<file path="src/rtl/clock_seq_pkg.sv">
// rtl/clock_seq_pkg.sv - shared state encoding and default timing constants for the clock sequencer
// Contents:
//   seq_state_e        7-state sequencer encoding (3 bits)
//   DEF_* constants    default cycle counts, retry budget and counter width
package clock_seq_pkg;

    typedef enum logic [2:0] {
        ST_PLL_RST  = 3'd0,
        ST_PLL_WAIT = 3'd1,
        ST_DCM_RST  = 3'd2,
        ST_DCM_WAIT = 3'd3,
        ST_SETTLE   = 3'd4,
        ST_RUN      = 3'd5,
        ST_FAIL     = 3'd6
    } seq_state_e;

    localparam int DEF_RST_CYCLES    = 16;
    localparam int DEF_LOCK_TIMEOUT  = 33000;
    localparam int DEF_SETTLE_CYCLES = 1024;
    localparam int DEF_MAX_RETRIES   = 3;
    localparam int DEF_CNT_W         = 16;

endpackage

</file>
<file path="src/rtl/sync2.sv">
// rtl/sync2.sv - two-flop synchronizer for a single asynchronous level
// Ports:
//   clk    in  destination clock
//   rst_n  in  asynchronous active-low reset, both flops clear to 0
//   d      in  asynchronous level
//   q      out level synchronized to clk, two cycles of latency
module sync2 (
    input  logic clk,
    input  logic rst_n,
    input  logic d,
    output logic q
);

    logic meta;

    always_ff @(posedge clk or negedge rst_n) begin
        if (!rst_n) begin
            meta <= 1'b0;
            q    <= 1'b0;
        end else begin
            meta <= d;
            q    <= meta;
        end
    end

endmodule

</file>
<file path="src/rtl/clock_sequencer.sv">
// rtl/clock_sequencer.sv - reset/lock sequencer for the PLL -> DCM chain producing the 48 MHz clock
// Ports:
//   clk_33             in  free-running board clock, the only clock used here
//   rst_n              in  asynchronous active-low reset
//   pll_locked         in  PLL LOCKED (asynchronous)
//   dcm_locked         in  DCM LOCKED (asynchronous)
//   dcm_clkin_stopped  in  DCM STATUS[1] (asynchronous)
//   restart            in  synchronous single-cycle restart request
//   pll_rst            out PLL reset, active-high
//   dcm_rst            out DCM reset, active-high
//   clk_ready          out 48 MHz clock is stable
//   retries            out consecutive lock timeouts so far
//   fail               out retry budget exhausted
module clock_sequencer
    import clock_seq_pkg::*;
#(
    parameter int RST_CYCLES    = DEF_RST_CYCLES,
    parameter int LOCK_TIMEOUT  = DEF_LOCK_TIMEOUT,
    parameter int SETTLE_CYCLES = DEF_SETTLE_CYCLES,
    parameter int MAX_RETRIES   = DEF_MAX_RETRIES,
    parameter int CNT_W         = DEF_CNT_W
) (
    input  logic       clk_33,
    input  logic       rst_n,
    input  logic       pll_locked,
    input  logic       dcm_locked,
    input  logic       dcm_clkin_stopped,
    input  logic       restart,
    output logic       pll_rst,
    output logic       dcm_rst,
    output logic       clk_ready,
    output logic [1:0] retries,
    output logic       fail
);

    // A state with an N-cycle count exits on the edge where the counter reads N-1.
    localparam logic [CNT_W-1:0] RST_LAST     = CNT_W'(RST_CYCLES - 1);
    localparam logic [CNT_W-1:0] TIMEOUT_LAST = CNT_W'(LOCK_TIMEOUT - 1);
    localparam logic [CNT_W-1:0] SETTLE_LAST  = CNT_W'(SETTLE_CYCLES - 1);
    localparam logic [1:0]       RETRY_LAST   = 2'(MAX_RETRIES - 1);
    localparam logic [1:0]       RETRY_MAX    = 2'(MAX_RETRIES);

    logic       pll_sync;
    logic       dcm_sync;
    logic       stop_sync;
    logic       pll_ok;
    logic       dcm_ok;

    seq_state_e       state_q;
    seq_state_e       state_d;
    logic [CNT_W-1:0] cnt_q;
    logic [1:0]       retries_d;
    logic             enter;
    logic             timeout;

    sync2 u_sync_pll  (.clk(clk_33), .rst_n(rst_n), .d(pll_locked),        .q(pll_sync));
    sync2 u_sync_dcm  (.clk(clk_33), .rst_n(rst_n), .d(dcm_locked),        .q(dcm_sync));
    sync2 u_sync_stop (.clk(clk_33), .rst_n(rst_n), .d(dcm_clkin_stopped), .q(stop_sync));

    // A stopped DCM input clock makes a stale LOCKED meaningless.
    assign pll_ok = pll_sync;
    assign dcm_ok = dcm_sync && !stop_sync;

    // Priority: restart, PLL loss, DCM loss, lock detected, timeout.
    // 'enter' flags every state entry, including re-entry of the same state,
    // so the cycle counter restarts from zero.
    always_comb begin
        state_d   = state_q;
        retries_d = retries;
        enter     = 1'b0;
        timeout   = 1'b0;
        if (restart) begin
            state_d   = ST_PLL_RST;
            retries_d = '0;
            enter     = 1'b1;
        end else if (!pll_ok && (state_q inside {ST_DCM_RST, ST_DCM_WAIT, ST_SETTLE, ST_RUN})) begin
            state_d = ST_PLL_RST;
            enter   = 1'b1;
        end else if (!dcm_ok && (state_q inside {ST_SETTLE, ST_RUN})) begin
            state_d = ST_DCM_RST;
            enter   = 1'b1;
        end else begin
            case (state_q)
                ST_PLL_RST: begin
                    if (cnt_q == RST_LAST) begin
                        state_d = ST_PLL_WAIT;
                        enter   = 1'b1;
                    end
                end
                ST_PLL_WAIT: begin
                    if (pll_ok) begin
                        state_d = ST_DCM_RST;
                        enter   = 1'b1;
                    end else if (cnt_q == TIMEOUT_LAST) begin
                        timeout = 1'b1;
                    end
                end
                ST_DCM_RST: begin
                    if (cnt_q == RST_LAST) begin
                        state_d = ST_DCM_WAIT;
                        enter   = 1'b1;
                    end
                end
                ST_DCM_WAIT: begin
                    if (dcm_ok) begin
                        state_d = ST_SETTLE;
                        enter   = 1'b1;
                    end else if (cnt_q == TIMEOUT_LAST) begin
                        timeout = 1'b1;
                    end
                end
                ST_SETTLE: begin
                    if (cnt_q == SETTLE_LAST) begin
                        state_d   = ST_RUN;
                        retries_d = '0;
                        enter     = 1'b1;
                    end
                end
                ST_RUN: begin
                    state_d = ST_RUN;
                end
                ST_FAIL: begin
                    state_d = ST_FAIL;
                end
                default: begin
                    state_d = ST_PLL_RST;
                    enter   = 1'b1;
                end
            endcase

            if (timeout) begin
                enter = 1'b1;
                if (retries == RETRY_LAST) begin
                    state_d   = ST_FAIL;
                    retries_d = RETRY_MAX;
                end else begin
                    state_d   = ST_PLL_RST;
                    retries_d = retries + 2'd1;
                end
            end
        end
    end

    // Outputs are decoded from the next state so they switch on the same edge
    // as the state register and come straight from flops.
    always_ff @(posedge clk_33 or negedge rst_n) begin
        if (!rst_n) begin
            state_q   <= ST_PLL_RST;
            cnt_q     <= '0;
            retries   <= '0;
            pll_rst   <= 1'b1;
            dcm_rst   <= 1'b1;
            clk_ready <= 1'b0;
            fail      <= 1'b0;
        end else begin
            state_q <= state_d;
            retries <= retries_d;
            if (enter) begin
                cnt_q <= '0;
            end else if (state_q != ST_RUN && state_q != ST_FAIL) begin
                cnt_q <= cnt_q + 1'b1;
            end
            pll_rst   <= (state_d inside {ST_PLL_RST, ST_FAIL});
            dcm_rst   <= (state_d inside {ST_PLL_RST, ST_PLL_WAIT, ST_DCM_RST, ST_FAIL});
            clk_ready <= (state_d == ST_RUN);
            fail      <= (state_d == ST_FAIL);
        end
    end

endmodule

</file>
<file path="config.mk">
export PLATFORM = sky130hd
export DESIGN_NAME = clock_sequencer
export DESIGN_NICKNAME = d
export VERILOG_FILES = /design/src/rtl/clock_seq_pkg.sv /design/src/rtl/sync2.sv /design/src/rtl/clock_sequencer.sv
export SDC_FILE = /design/constraint.sdc
export NUM_CORES = 1
export LEC_CHECK = 0
export ABC_AREA = 1
export CELL_PAD_IN_SITES_DETAIL_PLACEMENT = 1
export CELL_PAD_IN_SITES_GLOBAL_PLACEMENT = 2
export CORE_MARGIN = 5
export CORE_UTILIZATION = 37
export DETAILED_ROUTE_END_ITERATION = 8
export GPL_TIMING_DRIVEN = 0
export PLACE_DENSITY = 0.89
export RECOVER_POWER = 25
export SLEW_MARGIN = 10
export SYNTH_ARGS = -nofsm -noshare
export SYNTH_HDL_FRONTEND = slang
export SYNTH_SLANG_ARGS = --single-unit
</file>
<file path="constraint.sdc">
create_clock -name clk_33 -period 2.8 [get_ports clk_33]
set_clock_uncertainty 0.1 [all_clocks]
set_input_delay 0.56 -clock clk_33 [delete_from_list [all_inputs] [get_ports clk_33]]
set_output_delay 0.56 -clock clk_33 [all_outputs]
set_load 0.01 [all_outputs]
</file>
## Word-level counts from Yosys, hierarchy flattened

Cells that the tools add are included.

| storage, ports and cells | value |
|---|---|
| input bits | 6 |
| output and inout bits | 6 |
| latch bits | 0 |
| bits in registers | 31 |
| memories kept | 0 |
| bits in writable memories | 0 |
| memory bits (read-only) | 0 |

| operators by class | value |
|---|---|
| multiply operators | 0 |
| magnitude comparators | 0 |
| add/sub/neg operators | 2 |
| reduce and logical (&&, ||, !) cells | 19 |
| equal/unequal tests | 18 |
| div/mod/pow operators | 0 |
| muxes and demuxes | 36 |
| bitwise gates (word level) | 0 |
| shift-type cells | 0 |

Operators by type and width:

| operator | count |
|---|---|
| two-way mux 16 bit | 2 |
| two-way mux 3 bit | 10 |
| one-hot mux 3 bit (7 select lines) | 1 |
| adder 16 x 1 -> 16 bit (second input constant) | 1 |
| == test 16 x 10 -> 1 bit (second input constant) | 1 |
| == test 16 bit (second input constant) | 1 |
| == test 16 x 4 -> 1 bit (second input constant) | 1 |
| == test 3 bit (second input constant) | 5 |
| two-way mux 1 bit | 14 |
| two-way mux 2 bit | 7 |
| == test 3 x 2 -> 1 bit (second input constant) | 3 |
| nonzero test 4 bit | 2 |
| == test 3 x 1 -> 1 bit (second input constant) | 2 |
| logical NOT 3 bit | 2 |
| inequality test 3 bit (second input constant) | 2 |
| nonzero test 2 bit | 3 |
| nonzero test 3 bit | 2 |
| one-hot mux 1 bit (5 select lines) | 1 |
| logical AND 1 bit | 4 |
| inequality test 2 bit (second input constant) | 2 |
| AND reduction 4 bit | 1 |
| OR reduction 2 bit | 2 |
| logical NOT 1 bit | 3 |
| adder 2 x 1 -> 2 bit (second input constant) | 1 |
| other kinds (2) | 2 |

## Logic depth before layout (Yosys ltp)

| depth | value |
|---|---|
| depth in word-level cells | 13 |
| gate-level depth with buffers | 12 |

## Modules after synthesis

A second synthesis with hierarchy kept.

| second synthesis, totals | value |
|---|---|
| cell total of the unflattened synthesis | 244 |
| area total of the unflattened synthesis | 1850.5 um2 |

By module, submodules not included:

| module | times used | sequential area each (um2) | cells each | area each (um2) |
|---|---|---|---|---|
| clock_sequencer | 1 | 628.1 | 238 | 1700.4 |
| sync2 | 3 | 50.0 | 2 | 50.0 |

## Least setup slack after synthesis

No wires, ideal clock.

| path | value |
|---|---|
| path type | register to register |
| from | register cnt_q[0] |
| to | register retries[1] |
| library setup time | 120 ps |
| path slack | 1149 ps |
| arrival time | 1432 ps |
| stages on the path, launching flop included | 11 |
| period minus slack after synthesis | 1651 ps |
| path through | dfrtp_1 -> ha_1 -> nand2_1 -> inv_1 -> nand3_1 -> nor2_1 -> nand2_2 -> nand2_1 -> nand3_1 -> o21ai_0 -> inv_1 |

| between the ends | value |
|---|---|
| cells in the longest elaborated chain, start to end | 11 |
| elaborated cells between the ends (all ways) | 16 |
| those cells by class | eq/ne: 2; mux: 11; reduce/logical: 3 |

Ends and longest elaborated chain:

| item | RTL line | text |
|---|---|---|
| from (decl) | clock_sequencer.sv:51 | `logic [CNT_W-1:0] cnt_q;` |
| from (signal assigned) | clock_sequencer.sv:161 | `cnt_q <= cnt_q + 1'b1;` |
| == test 16 bit | clock_sequencer.sv:94, clock_sequencer.sv:108 |  |
| two-way mux 1 bit | clock_sequencer.sv:94, clock_sequencer.sv:108 |  |
| two-way mux 1 bit, on equally long branches | clock_sequencer.sv:105, clock_sequencer.sv:91 |  |
| one-hot mux 1 bit (2 select lines) | clock_sequencer.sv:83 | `case (state_q)` |
| two-way mux 1 bit | clock_sequencer.sv:79 | `end else if (!dcm_ok && (state_q inside {ST_SETTLE, ST_RUN})) begin` |
| two-way mux 1 bit | clock_sequencer.sv:76 | `end else if (!pll_ok && (state_q inside {ST_DCM_RST, ST_DCM_WAIT, ST_SETTLE, ST_RUN})) begin` |
| two-way mux 1 bit | clock_sequencer.sv:72 | `if (restart) begin` |
| two-way mux 2 bit | clock_sequencer.sv:131 | `if (timeout) begin` |
| two-way mux 2 bit | clock_sequencer.sv:79 |  |
| two-way mux 2 bit | clock_sequencer.sv:76 |  |
| two-way mux 2 bit | clock_sequencer.sv:72 |  |
| to (signal assigned) | clock_sequencer.sv:157 | `retries <= retries_d;` |
| to (decl) | clock_sequencer.sv:32 | `output logic [1:0] retries,` |

Several ways; a longest one is shown, not always the timed one. The select of a mux whose other input is x is not followed.
A chain may end at the register's enable or synchronous reset.

## Worst setup path after layout

| path | value |
|---|---|
| from | register pll_rst |
| to | output pll_rst |

RTL lines:

| item | RTL line | text |
|---|---|---|
| from (decl) | clock_sequencer.sv:29 | `output logic pll_rst,` |
| from (signal assigned) | clock_sequencer.sv:163 | `pll_rst <= (state_d inside {ST_PLL_RST, ST_FAIL});` |

No word-level cell between the ends.

==> results.md <==
* Status: complete, but fails checks
* Failing checks: max-capacitance violations, max-slew violations
* Area contributors post-synth: dfrtp_1 40%, nand2_1 10%, inv_1 7.8%, nor2_1 7.0%, nand3_1 6.3%
* Netlist cell types at 27
* Mapped cell area at 1820 um2
* Wirelength per Cell at 12.8 um
* Setup Total Neg Slack at 0 ns
* Crit share post-route at 71.2%
* CTS Buffer Depth at 2
* Data arrival time of the worst path at 1.33 ns
* Max cap viols at 1
* Final nets at 267
* Max transition margin at -11.4%
* Detailed placement HPWL at 3250 um
* Largest net degree at the start of global routing at 32
* CTS clock-pin slew for the worst setup and hold paths at 0.07 ns
* Crit path cell chain: clkdlybuf4s50_1
* IO Count at 12
* Synth async-reset ratio at 100%
* Pwr/cell area at 453 nW/um2
* Reg-to-reg slack, setup at 0.83 ns
* Final setup viols at 0
* Gate Count Post-Synth at 241
* TritonCTS Sinks at 31
* CTS tree: built
* Reg-to-Reg Start: cnt_q[0]
* Worst Setup Start Kind: flip-flop
* RD Place Congestion at 0.802
* Critical path endpoint: pll_rst
* Core Region at 4750 um2
* Total wire length at 4190 um
* Hold-fix buffers at CTS at 0
* CTS buffer count at 5
* Final routed DRC violation total at 0
* Register area share after synthesis at 42.8%
* Dpl cells at 319
* Slowest cell on the critical path: clkdlybuf4s50_1
* Diodes inserted at 0
* First DRT Iteration DRCs at 50
* All-Layer GR Usage at 15.4%
* CTS Root Cell: clkbuf_8
* Die Width at 80.1 um
* GR Overflow Total at 0
* Final max-slew violation count at 32
* Unrepaired setup endpoints after global routing: no
* First-pass GRT wire length at 7510 um
* Area grow syn2layout at 16.8%
* Setup bufs post-CTS at 0
* Post-synth EDFFs at 0
* Worst reg2reg path depth at 10
* Flops & latches, synth at 31
* CTS H-Tree Depth at 2
* CP startpoint: pll_rst
* Die Ht at 80.1 um
* Vias at 1,518
* Final Hold Fails at 0
* Capturing point of the worst reg2reg path: retries[1]
* Non-Filler Instances at 327
* Critical-path maximum fanout at 1
* Avg Inst Size Synth at 7.54 um2
* DIE AREA at 6420 um2
* Routed Antenna Nets at 0
* WP buf/inv at 1
* Vias per cell at 4.64
* Final min period at 1.99 ns
* Fmax at 501 MHz
* Main synth FF type: dfrtp_1
* Synth top area share at 39.9%
* IO buf count at 11
* Synth Warn # at 0
* Mapped Nets at 249
* Clock latency on the worst-skew pair at 0.28 ns
* Vias in the first global route at 1,583
* CP Class: reg2out
* Crit end category: primary output
* CP required at 2.14 ns
* Yosys top cell by area: dfrtp_1
* Initial antenna violation count at 0
* Worst-case vdd ir drop at 0.284 mV
* Critical Path Max Stage Delay at 0.53 ns
* Layout cells sized above 1 at 16.5%
* Top Family by Delay on Critical Path: buffers and inverters
* Final hold slack at 0.254 ns
* Pleak at 1.03 nW
* Initial core utilization at 38.2%
* Pre-Repair DR Iteration Count at 4
* Measured slew at the worst slew-check pin at 1.67 ns
* Hold Path Class: reg2reg
* Rows at 25
* Critical Path Stages at 1
* PostCTS Resize Cnt at 0
## worst min-delay path by stage
stage | slack [ns] | to | cells past startpoint | from
global route | 0.27 | u_sync_dcm.q | 0 | u_sync_dcm.meta
floorplan | 0.16 | clk_ready | 0 | rst_n
CTS | 0.24 | cnt_q[11] | 1 | rst_n
detailed placement | 0.24 | u_sync_dcm.q | 0 | u_sync_dcm.meta
finish | 0.25 | u_sync_dcm.q | 0 | u_sync_dcm.meta
global placement | 0.24 | u_sync_stop.q | 0 | u_sync_stop.meta
## cells by family (layout without fill, tap and decap cells)
family | after synthesis | count (layout) | synth area share [%]
DFF | 31 | 31 | 42.8
adders and majority gates | 2 | 2 | 1.38
and+or+nand+nor | 149 | 149 | 39.5
buffers and inverters | 41 | 60 | 9.29
AOI/OAI and AO/OA | 13 | 13 | 4.61
xor gates and xnor gates | 5 | 5 | 2.41
## registers in the layout (all words and copies together) (netlist names)
signal and cells:
clk_ready 1, cnt_q 16, dcm_rst 1, fail 1, pll_rst 1, retries 2, state_q 3, u_sync_dcm.meta 1
u_sync_dcm.q 1, u_sync_pll.meta 1, u_sync_pll.q 1, u_sync_stop.meta 1, u_sync_stop.q 1
## stage by stage
stage / cell area [um2] / utilization, % / worst slack (ns) / total power [mW]
finish: 2120 / 44.7 / 0.806 / 0.961
global route: 2120 / 44.7 / 0.597 / 1.01
CTS: 2120 / 44.7 / 0.777 / 0.979
detailed placement: 2010 / 42.2 / 0.711 / 0.511
global placement: 2010 / 42.3 / 0.467 / 0.511
floorplan: 1820 / - / 1.15 / 0.489
## area by class of cell
| type | instances | area [um2] |
|---|---|---|
| Buffer | 2 | 22.5 |
| Clock buffer | 6 | 82.6 |
| Clock inverter | 2 | 35.0 |
| Fill cell | 604 | 2630 |
| Inverter | 39 | 146 |
| Multi-Input combinational cell | 169 | 871 |
| Sequential cell | 31 | 778 |
| Tap cell | 67 | 83.8 |
| Timing Repair Buffer | 11 | 104 |
## routing by layer
layer	up-vias	wire length [um]	track usage (%)
li1	796	-	-
met1	704	2140	20.5
met3	5	106	3.70
met2	13	1870	24.2
met4	0	68	5.57
met5	-	0	0
## synthesized netlist by cell type (2+ instances only)
master	n
o21ai_1	2
nor2_2	10
dfrtp_1	29
nand4_1	5
nor3_1	10
xor2_1	5
nor2_1	34
nand3_1	23
dfstp_2	2
nand2_1	49
a21oi_2	3
buf_6	2
nor2_4	2
o21ai_0	2
inv_1	38
nor3_2	3
ha_1	2
nand2_2	8
a21oi_1	3
nand3_2	2
## worst reg2reg max path, delay by kind of cell, from the launching register on
kind                       cells  cell delay [ns]
AOI/OAI and AO/OA              1             0.19
adders and majority gates      1             0.21
buffers and inverters          2             0.17
DFF                            1             0.40
and+or+nand+nor                6             0.80
## layout by cell type (no fill, tap or decap), types with 2 or more instances in the layout
cell type,Yosys,routed
ha_1,2,2
dfstp_2,2,2
nand4_1,5,5
dfrtp_1,29,29
xor2_1,5,5
dlygate4sd3_1,0,3
nand2_1,49,49
nor2_2,10,10
buf_6,2,2
nor2_4,2,2
nor3_2,3,3
nand2_2,8,8
nor2_1,34,34
nand3_1,23,23
clkbuf_8,0,6
o21ai_0,2,2
o21ai_1,2,2
inv_1,38,38
nand3_2,2,2
a21oi_2,3,3
nor3_1,10,10
a21oi_1,3,3
clkdlybuf4s50_1,0,7
## power breakdown
group | total (mW) | internal, mW | switching [mW]
Sequential | 0.461 | 0.456 | 0.00527
Combinational | 0.0394 | 0.0141 | 0.0253
Clock | 0.461 | 0.288 | 0.173
Total | 0.961 | 0.758 | 0.204
Note: power is estimated with default switching activity, not from simulation.
